`src/rtl/cdb_arbiter.sv`:
```
// Common data bus arbiter: one holding buffer per result producer, round-robin
// grant among occupied buffers, one registered broadcast per running cycle.
module cdb_arbiter #(
    parameter int unsigned RoB_WIDTH = 3,
    parameter int unsigned NUM_REQ   = 3
) (
    input  logic                           clk_in,
    input  logic                           rst_in,
    input  logic                           rdy_in,
    input  logic                           RoB_flush_signal,
    input  logic [NUM_REQ-1:0]             req_valid,
    input  logic [NUM_REQ*RoB_WIDTH-1:0]   req_rob_index,
    input  logic [NUM_REQ*32-1:0]          req_data,
    input  logic [NUM_REQ*32-1:0]          req_addr,
    output logic [NUM_REQ-1:0]             req_ready,
    output logic                           cdb_valid,
    output logic [RoB_WIDTH-1:0]           cdb_rob_index,
    output logic [31:0]                    cdb_data,
    output logic [31:0]                    cdb_addr,
    output logic [1:0]                     cdb_src,
    output logic                           busy
);

    localparam int unsigned PTR_W  = (NUM_REQ > 1) ? $clog2(NUM_REQ) : 1;
    localparam int unsigned DATA_W = 32;

    logic [NUM_REQ-1:0]   buf_valid;
    logic [RoB_WIDTH-1:0] buf_rob  [NUM_REQ];
    logic [DATA_W-1:0]    buf_data [NUM_REQ];
    logic [DATA_W-1:0]    buf_addr [NUM_REQ];

    logic [PTR_W-1:0]     rr_ptr;
    logic [PTR_W-1:0]     win_idx;
    logic [PTR_W-1:0]     next_ptr;
    logic                 any_grant;
    logic [NUM_REQ-1:0]   grant;
    logic [NUM_REQ-1:0]   accept;
    logic                 run;

    // Machine advances only when running and not flushing
    assign run = rdy_in & ~RoB_flush_signal;

    // Round-robin search: first occupied buffer at or after rr_ptr
    always_comb begin
        int unsigned idx;
        grant     = '0;
        win_idx   = '0;
        any_grant = 1'b0;
        idx       = 0;
        for (int unsigned off = 0; off < NUM_REQ; off++) begin
            idx = 32'(rr_ptr) + off;
            if (idx >= NUM_REQ) begin
                idx = idx - NUM_REQ;
            end
            if (run && !any_grant && buf_valid[PTR_W'(idx)]) begin
                any_grant = 1'b1;
                win_idx   = PTR_W'(idx);
            end
        end
        if (any_grant) begin
            grant[win_idx] = 1'b1;
        end
    end

    // Pointer moves just past the winner, wrapping at NUM_REQ
    always_comb begin
        next_ptr = win_idx + PTR_W'(1);
        if (win_idx == PTR_W'(NUM_REQ - 1)) begin
            next_ptr = '0;
        end
    end

    // A buffer can take a new result when empty or being drained this cycle
    always_comb begin
        req_ready = {NUM_REQ{run}} & (~buf_valid | grant);
        accept    = req_valid & req_ready;
        busy      = |buf_valid;
    end

    // Holding buffers, round-robin pointer and registered CDB broadcast
    always_ff @(posedge clk_in or posedge rst_in) begin
        if (rst_in) begin
            buf_valid     <= '0;
            rr_ptr        <= '0;
            cdb_valid     <= 1'b0;
            cdb_rob_index <= '0;
            cdb_data      <= '0;
            cdb_addr      <= '0;
            cdb_src       <= '0;
            for (int unsigned i = 0; i < NUM_REQ; i++) begin
                buf_rob[PTR_W'(i)]  <= '0;
                buf_data[PTR_W'(i)] <= '0;
                buf_addr[PTR_W'(i)] <= '0;
            end
        end else if (rdy_in) begin
            if (RoB_flush_signal) begin
                // Flush discards everything in flight; pointer is kept
                buf_valid <= '0;
                cdb_valid <= 1'b0;
            end else begin
                for (int unsigned i = 0; i < NUM_REQ; i++) begin
                    if (accept[PTR_W'(i)]) begin
                        buf_valid[PTR_W'(i)] <= 1'b1;
                        buf_rob[PTR_W'(i)]   <= req_rob_index[i*RoB_WIDTH +: RoB_WIDTH];
                        buf_data[PTR_W'(i)]  <= req_data[i*DATA_W +: DATA_W];
                        buf_addr[PTR_W'(i)]  <= req_addr[i*DATA_W +: DATA_W];
                    end else if (grant[PTR_W'(i)]) begin
                        buf_valid[PTR_W'(i)] <= 1'b0;
                    end
                end
                if (any_grant) begin
                    cdb_valid     <= 1'b1;
                    cdb_rob_index <= buf_rob[win_idx];
                    cdb_data      <= buf_data[win_idx];
                    cdb_addr      <= buf_addr[win_idx];
                    cdb_src       <= 2'(win_idx);
                    rr_ptr        <= next_ptr;
                end else begin
                    cdb_valid     <= 1'b0;
                end
            end
        end
    end

endmodule

```
`config.mk`:
```
export PLATFORM = sky130hd
export DESIGN_NAME = cdb_arbiter
export DESIGN_NICKNAME = d
export VERILOG_FILES = /design/src/rtl/cdb_arbiter.sv
export SDC_FILE = /design/constraint.sdc
export NUM_CORES = 1
export LEC_CHECK = 0
export ABC_AREA = 0
export BUFFER_PORTS_ARGS = -buffer_cell sky130_fd_sc_hd__buf_2
export CORE_UTILIZATION = 27
export DETAILED_ROUTE_END_ITERATION = 6
export PLACE_DENSITY = 0.47
export SKIP_LAST_GASP = 1
export SLEW_MARGIN = 0
export SYNTH_ARGS = -nofsm -noshare
export SYNTH_HDL_FRONTEND = slang
export SYNTH_SLANG_ARGS = --single-unit
```
`constraint.sdc`:
```
create_clock -name clk_in -period 8.4 [get_ports clk_in]
set_clock_uncertainty 0.1 [all_clocks]
set_input_delay 0.84 -clock clk_in [delete_from_list [all_inputs] [get_ports clk_in]]
set_output_delay 0.84 -clock clk_in [all_outputs]
set_load 0.02 [all_outputs]
```
# ---- Yosys cells after proc, flatten, opt, wreduce, memory -nomap -nowiden
# Index checks and enable logic that the tools add are counted.
dict set report classes {
  addsub 6
  n_bitwise 7
  eq_ne 1
  reduce_logical 19
  magnitude_cmp 9
  n_mux 37
}
# cell n
set op_table {}
lappend op_table {{$bmux W32 S2} 2}
lappend op_table {{$mux W32} 4}
lappend op_table {{$mux W1} 15}
lappend op_table {{$mux W2} 7}
lappend op_table {{$lt A2 B3 Y1 const B} 4}
lappend op_table {{$mux W3} 4}
lappend op_table {{$reduce_and A3 Y1} 4}
lappend op_table {{$reduce_bool A3 Y1} 3}
lappend op_table {{$and A3 B3 Y3} 2}
lappend op_table {{$bmux W1 S2} 3}
lappend op_table {{$bmux W3 S2} 1}
lappend op_table {{$ge A3 B2 Y1 const B} 2}
lappend op_table {{$logic_and A1 B1 Y1} 6}
lappend op_table {{$reduce_and A2 Y1} 3}
lappend op_table {{$sub A2 B2 Y2 const B} 3}
lappend op_table {{$add A2 B1 Y3 const B} 1}
lappend op_table {{$add A2 B2 Y3 const B} 1}
lappend op_table {{$ge A3 B3 Y1 const B} 1}
lappend op_table {{$not A2 Y3} 1}
lappend op_table {{$not A3 Y3} 1}
lappend op_table {{$or A3 B3 Y3} 1}
lappend op_table {{$reduce_or A3 Y1} 1}
lappend op_table {{$add A2 B1 Y2 const B} 1}
lappend op_table {{$demux W1 S2} 1}
lappend op_table {{6 further kinds} 7}
dict set report totals {
  output_inout_bits 74
  input_bits 208
  elab_cells 97
  register_bits 276
}

# ---- Longest topological paths before layout
dict set report logic_depth {
  word_depth 24
  ltp_mapped 12
  depth_no_buf 8
}

# ---- Worst setup path before layout
# No wires, ideal clock.
dict set report synth_path {
  path_type {input-to-output}
  startpoint {input port rdy_in}
  endpoint {output port req_ready[0]}
  stages 5
  slack_ns 5.313
  path_buffers 0
  arrival_time_ns 2.147
  required_ns 7.460
  path_cell_list {nor2b_1 o41ai_2 nor3_2 inv_1 a21oi_1}
}
dict set report synth_between {
  elab_chain_len 18
  word_cells_on_any_way 22
  classes_between {order compare: 2; mux: 9; bitwise: 3; reduce/logical: 8}
}
# element line_no
set synth_rtl {}
lappend synth_rtl {{from (decl)} 9} ;# input logic rdy_in,
lappend synth_rtl {{$and A1 B1 Y1 *} 41} ;# assign run = rdy_in & ~RoB_flush_signal;
lappend synth_rtl {{$logic_and A1 B1 Y1} 55} ;# if (run && !any_grant && buf_valid[PTR_W'(idx)]) begin
lappend synth_rtl {{$mux W1} 55}
lappend synth_rtl {{$logic_not A1 Y1} 55}
lappend synth_rtl {{$logic_and A1 B1 Y1 (2 in a row)} 55}
lappend synth_rtl {{$mux W1} 55}
lappend synth_rtl {{$logic_not A1 Y1} 55}
lappend synth_rtl {{$logic_and A1 B1 Y1 (2 in a row)} 55}
lappend synth_rtl {{$mux W2} 55}
lappend synth_rtl {{$lt A2 B3 Y1 (implied by the code) / $ge A2 B1 Y1 (equally long branches)} 61} ;# grant[win_idx] = 1'b1;
lappend synth_rtl {{$logic_and A1 B1 Y1 (implied by the code)} 61}
lappend synth_rtl {{$mux W1 (implied by the code)} 61}
lappend synth_rtl {{$demux W1 S2} 61}
lappend synth_rtl {{$mux W3} 60} ;# if (any_grant) begin
lappend synth_rtl {{$or A3 B3 Y3} 75} ;# req_ready = {NUM_REQ{run}} & (~buf_valid | grant);
lappend synth_rtl {{$and A3 B3 Y3 *} 75}
lappend synth_rtl {{to (decl)} 15} ;# output logic [NUM_REQ-1:0] req_ready,
# Every way passes the cells marked *; elsewhere a longest branch is shown, timed or not.

# ---- Worst setup path in the final report
dict set report layout_path {
  startpoint {register rr_ptr[0]}
  endpoint {output port req_ready[0]}
}
dict set report layout_between {
  elab_chain_len 21
  word_cells_on_any_way 38
  classes_between {add/sub: 5; order compare: 5; mux: 18; bitwise: 2; reduce/logical: 8}
}
# element line_no
set layout_rtl {}
lappend layout_rtl {{from (decl)} 32} ;# logic [PTR_W-1:0] rr_ptr;
lappend layout_rtl {{from (signal assigned)} 117} ;# rr_ptr <= next_ptr;
lappend layout_rtl {{parallel branches: the longest is 18 deep, another holds $add A2 B1 Y3} --}
lappend layout_rtl {{$mux W3 *} 60}
lappend layout_rtl {{$or A3 B3 Y3 *} 75}
lappend layout_rtl {{$and A3 B3 Y3 *} 75}
# Mark *: on every way between the ends. The select of a mux whose other input is x is not followed.

==> flow_metrics.tcl <==
set metrics [dict create \
    grt_use_total_pct 15.3 \
    combPwrFrac_pct 29.0 \
    hold_viol_final 0 \
    worstPathMaxFanout 46 \
    syn_area_per_cell_um2 13.8 \
    grt_max_degree 152 \
    power.density_nw_per_um2 365 \
    drt-initial-drc-count 422 \
    synthToLayoutAreaGrowth_pct 28.0 \
    wl_per_cell_um 19.2 \
    coreArea_um2 40800 \
    cellLeakagePower_nw 6.65 \
    layout-drive-gt1-share_pct 37.2 \
    synth_area_um2 11200 \
    crit_path_max_incr_delay_ns 0.55 \
    grt_pass1_vias 8035 \
    routed_via_density 4.69 \
    worstSkewPairLatency_ns 0.52 \
    cpMostUsedCell "inv_1" \
    cts_made_buffers 35 \
    ys.flop_type "dfrtp_1" \
    multi_input_area_um2 4000 \
    netlist_top_cells_area "dfrtp_1 (62%), mux2_1 (15%), mux2_2 (5.5%)" \
    cts_tree "yes" \
    wirelength_um 31700 \
    num_io_pins 282 \
    ir_drop_uv 173 \
    hold_path_class "flip-flop to flip-flop" \
    holdWs_ns 0.366 \
    worstPathRequired_ns 7.46 \
    clk_path_buf_depth 3 \
    grt_overflow 0 \
    synth_top_cell_by_area "dfrtp_1" \
    netlist-cell-type-count 39 \
    fmax_mhz 250 \
    synth.most_common_cell "dfrtp_1" \
    antenna_found_initial 13 \
    p_switching_w 0.00172 \
    worst-setup-path-type "flip-flop to output port" \
    grt_pass1_wl_um 48800 \
    cts_sinks 276 \
    die_h_um 205 \
    port_buffers 281 \
    hold_buffers 0 \
    root_buffer "clkbuf_16" \
    drc 0 \
    first_pass_iters 5 \
    startpoint_type "flip-flop" \
    start_util_pct 27.3 \
    min_period_ns 4.00 \
    layout.nets 1297 \
    tns_ns 0 \
    cts-resized-gates 0 \
    synth-async-reset-ratio_pct 100 \
    die_w_um 205 \
    cp_cell_sequence "inv_1 > ha_1 > nand2b_1 > a2111o_1 > mux2i_4 > buf_4 > nor3_4 > inv_1 > a21oi_1 > buf_2" \
    yosysSeqAreaShare_pct 61.9 \
    die_area_um2 42200 \
    htreeDepth 2 \
    p_seq_share_pct 42.4 \
    yosysTopAreaCellShare_pct 61.9 \
    drv_cap 0 \
    cts_setup_buffers 0 \
    synth-edff-count 0 \
    slew_headroom_pct 39.2 \
    sw_frac_of_total_pct 32.9 \
    p_clk_share_pct 28.7 \
    syn_inst 811 \
    setup_viol 0 \
    num_rows 74 \
    dp_hpwl_um 19600 \
    slowest_stage "buf_4" \
    synth_seq_cells 276 \
    num-fill-cells 4135 \
    register_area_um2 6910 \
    rsz0062_at_grt "no" \
    final-max-slew-violation-count 0 \
    place.gp.congestion 0.755 \
    status "finished clean" \
    arrival_ns 3.06 \
    postRouteAntennaNets 0 \
    crit_path_end_kind "output port" \
    yosysWarnings 0 \
    tightestPinTransition_ns 0.911 \
    syn-num-nets 1022 \
    vias 7730 \
    ys_top_cells_by_count "dfrtp_1 (276), mux2_1 (146), nand2_1 (113), mux2_2 (55), a222oi_1 (51)" \
    min_period_over_period_pct 47.6 \
    power.internal_w 0.00350 \
    clkTransAtPathRegs_ns 0.06 \
]
-- path summary, 6_finish.rpt --
path / from / end / slack (ns) / cells past startpoint
min: buf_data[94] / cdb_data[30] / 0.37 / 2
max: rr_ptr[0] / req_ready[0] / 4.40 / 10
max in group asynchronous: rst_in / buf_rob[1] / 6.29 / 4
min reg2reg: buf_data[94] / cdb_data[30] / 0.37 / 2
max reg2reg: rr_ptr[0] / buf_data[39] / 4.80 / 9
min in group asynchronous: rst_in / buf_data[13] / 0.50 / 3
-- flip-flops by register name, summed over array words and instances (netlist names) --
| register | count |
|---|---|
| rr_ptr | 2 |
| buf_data | 96 |
| cdb_rob_index | 3 |
| cdb_src | 2 |
| buf_addr | 96 |
| cdb_data | 32 |
| cdb_addr | 32 |
| buf_valid | 3 |
| buf_rob | 9 |
| cdb_valid | 1 |
-- critical path: cells and delay by family, from the launching register on --
kind	cells	cell delay (ns)
AO/OA/AOI/OAI	2	0.50
adder cells (fa/ha/maj)	1	0.29
multiplexers	1	0.21
flip-flops	1	0.40
AND/OR/NAND/NOR	2	0.27
buffers and inverters	4	0.88
-- power groups by stage --
stage               clock network, W  registers [W]  logic (W)
finish                       0.00150        0.00221    0.00151
floorplan                          0        0.00237   0.000856
global placement                   0        0.00223    0.00152
global route                 0.00161        0.00229    0.00168
CTS                          0.00156        0.00222    0.00155
detailed placement                 0        0.00223    0.00154
-- metrics by stage --
stage / setup WS (ns) / area, µm² / util (%) / total power, W / cells
after floorplan: 3.81 / 11200 / - / 0.00323 / 811
after global placement: 4.49 / 13100 / 32.1 / 0.00375 / 1581
after detailed placement: 4.41 / 13100 / 32.1 / 0.00378 / 1581
after CTS: 4.33 / 14300 / 35.0 / 0.00532 / 1642
after global routing: 4.17 / 14300 / 35.0 / 0.00558 / 1644
final: 4.40 / 14300 / 35.0 / 0.00522 / 1647
-- cell usage in the layout, fill, tap and decap left out, drive strengths merged --
cell and instances:
mux2 201, a22oi 14, dfrtp 276, or3b 2, nand2b 5, nand3b 1
nor2b 1, a2111o 1, a221o 2, and2 2, a21oi 21, o31ai 1
clkbuf 52, o21ai 20, a22o 2, nor3b 14, nand2 113, diode 5
or3 1, o21bai 1, a21o 4, nor4 1, buf 294, nor3 1
o22ai 1, o41ai 1, and3 1, inv 6, a222oi 51, ha 3
clkinv 5, o211ai 1, mux2i 4, bufinv 2, clkinvlp 3, o211a 1
nor4bb 1
-- routing by layer --
layer	vias to the layer above	track usage, %	wire [µm]
met4	16	5.37	707
li1	3521	-	-
met1	3929	20.1	14100
met3	52	4.23	2070
met2	212	24.2	14700
met5	-	0	90
-- logic make-up (layout without fill, tap and decap cells) --
kind of cell / after synthesis / after routing / share of synthesized area (%)
AND/OR/NAND/NOR: 143 / 143 / 5.76
other: 0 / 5 / 0
adder cells (fa/ha/maj): 3 / 3 / 0.336
flip-flops: 276 / 276 / 61.9
multiplexers: 205 / 205 / 20.7
AO/OA/AOI/OAI: 121 / 121 / 8.59
buffers and inverters: 63 / 362 / 2.70
-- cell type report --
cell class              count  area share [%]
multi-input cells         472            28.0
clock buffers              52            7.37
inverters                   7           0.210
diodes                      5          0.0876
flip-flops and latches    276            48.3
clock inverters             9           0.701
repair buffers            294            10.6
well taps                 532            4.66
(Power assumes the default switching activity.)
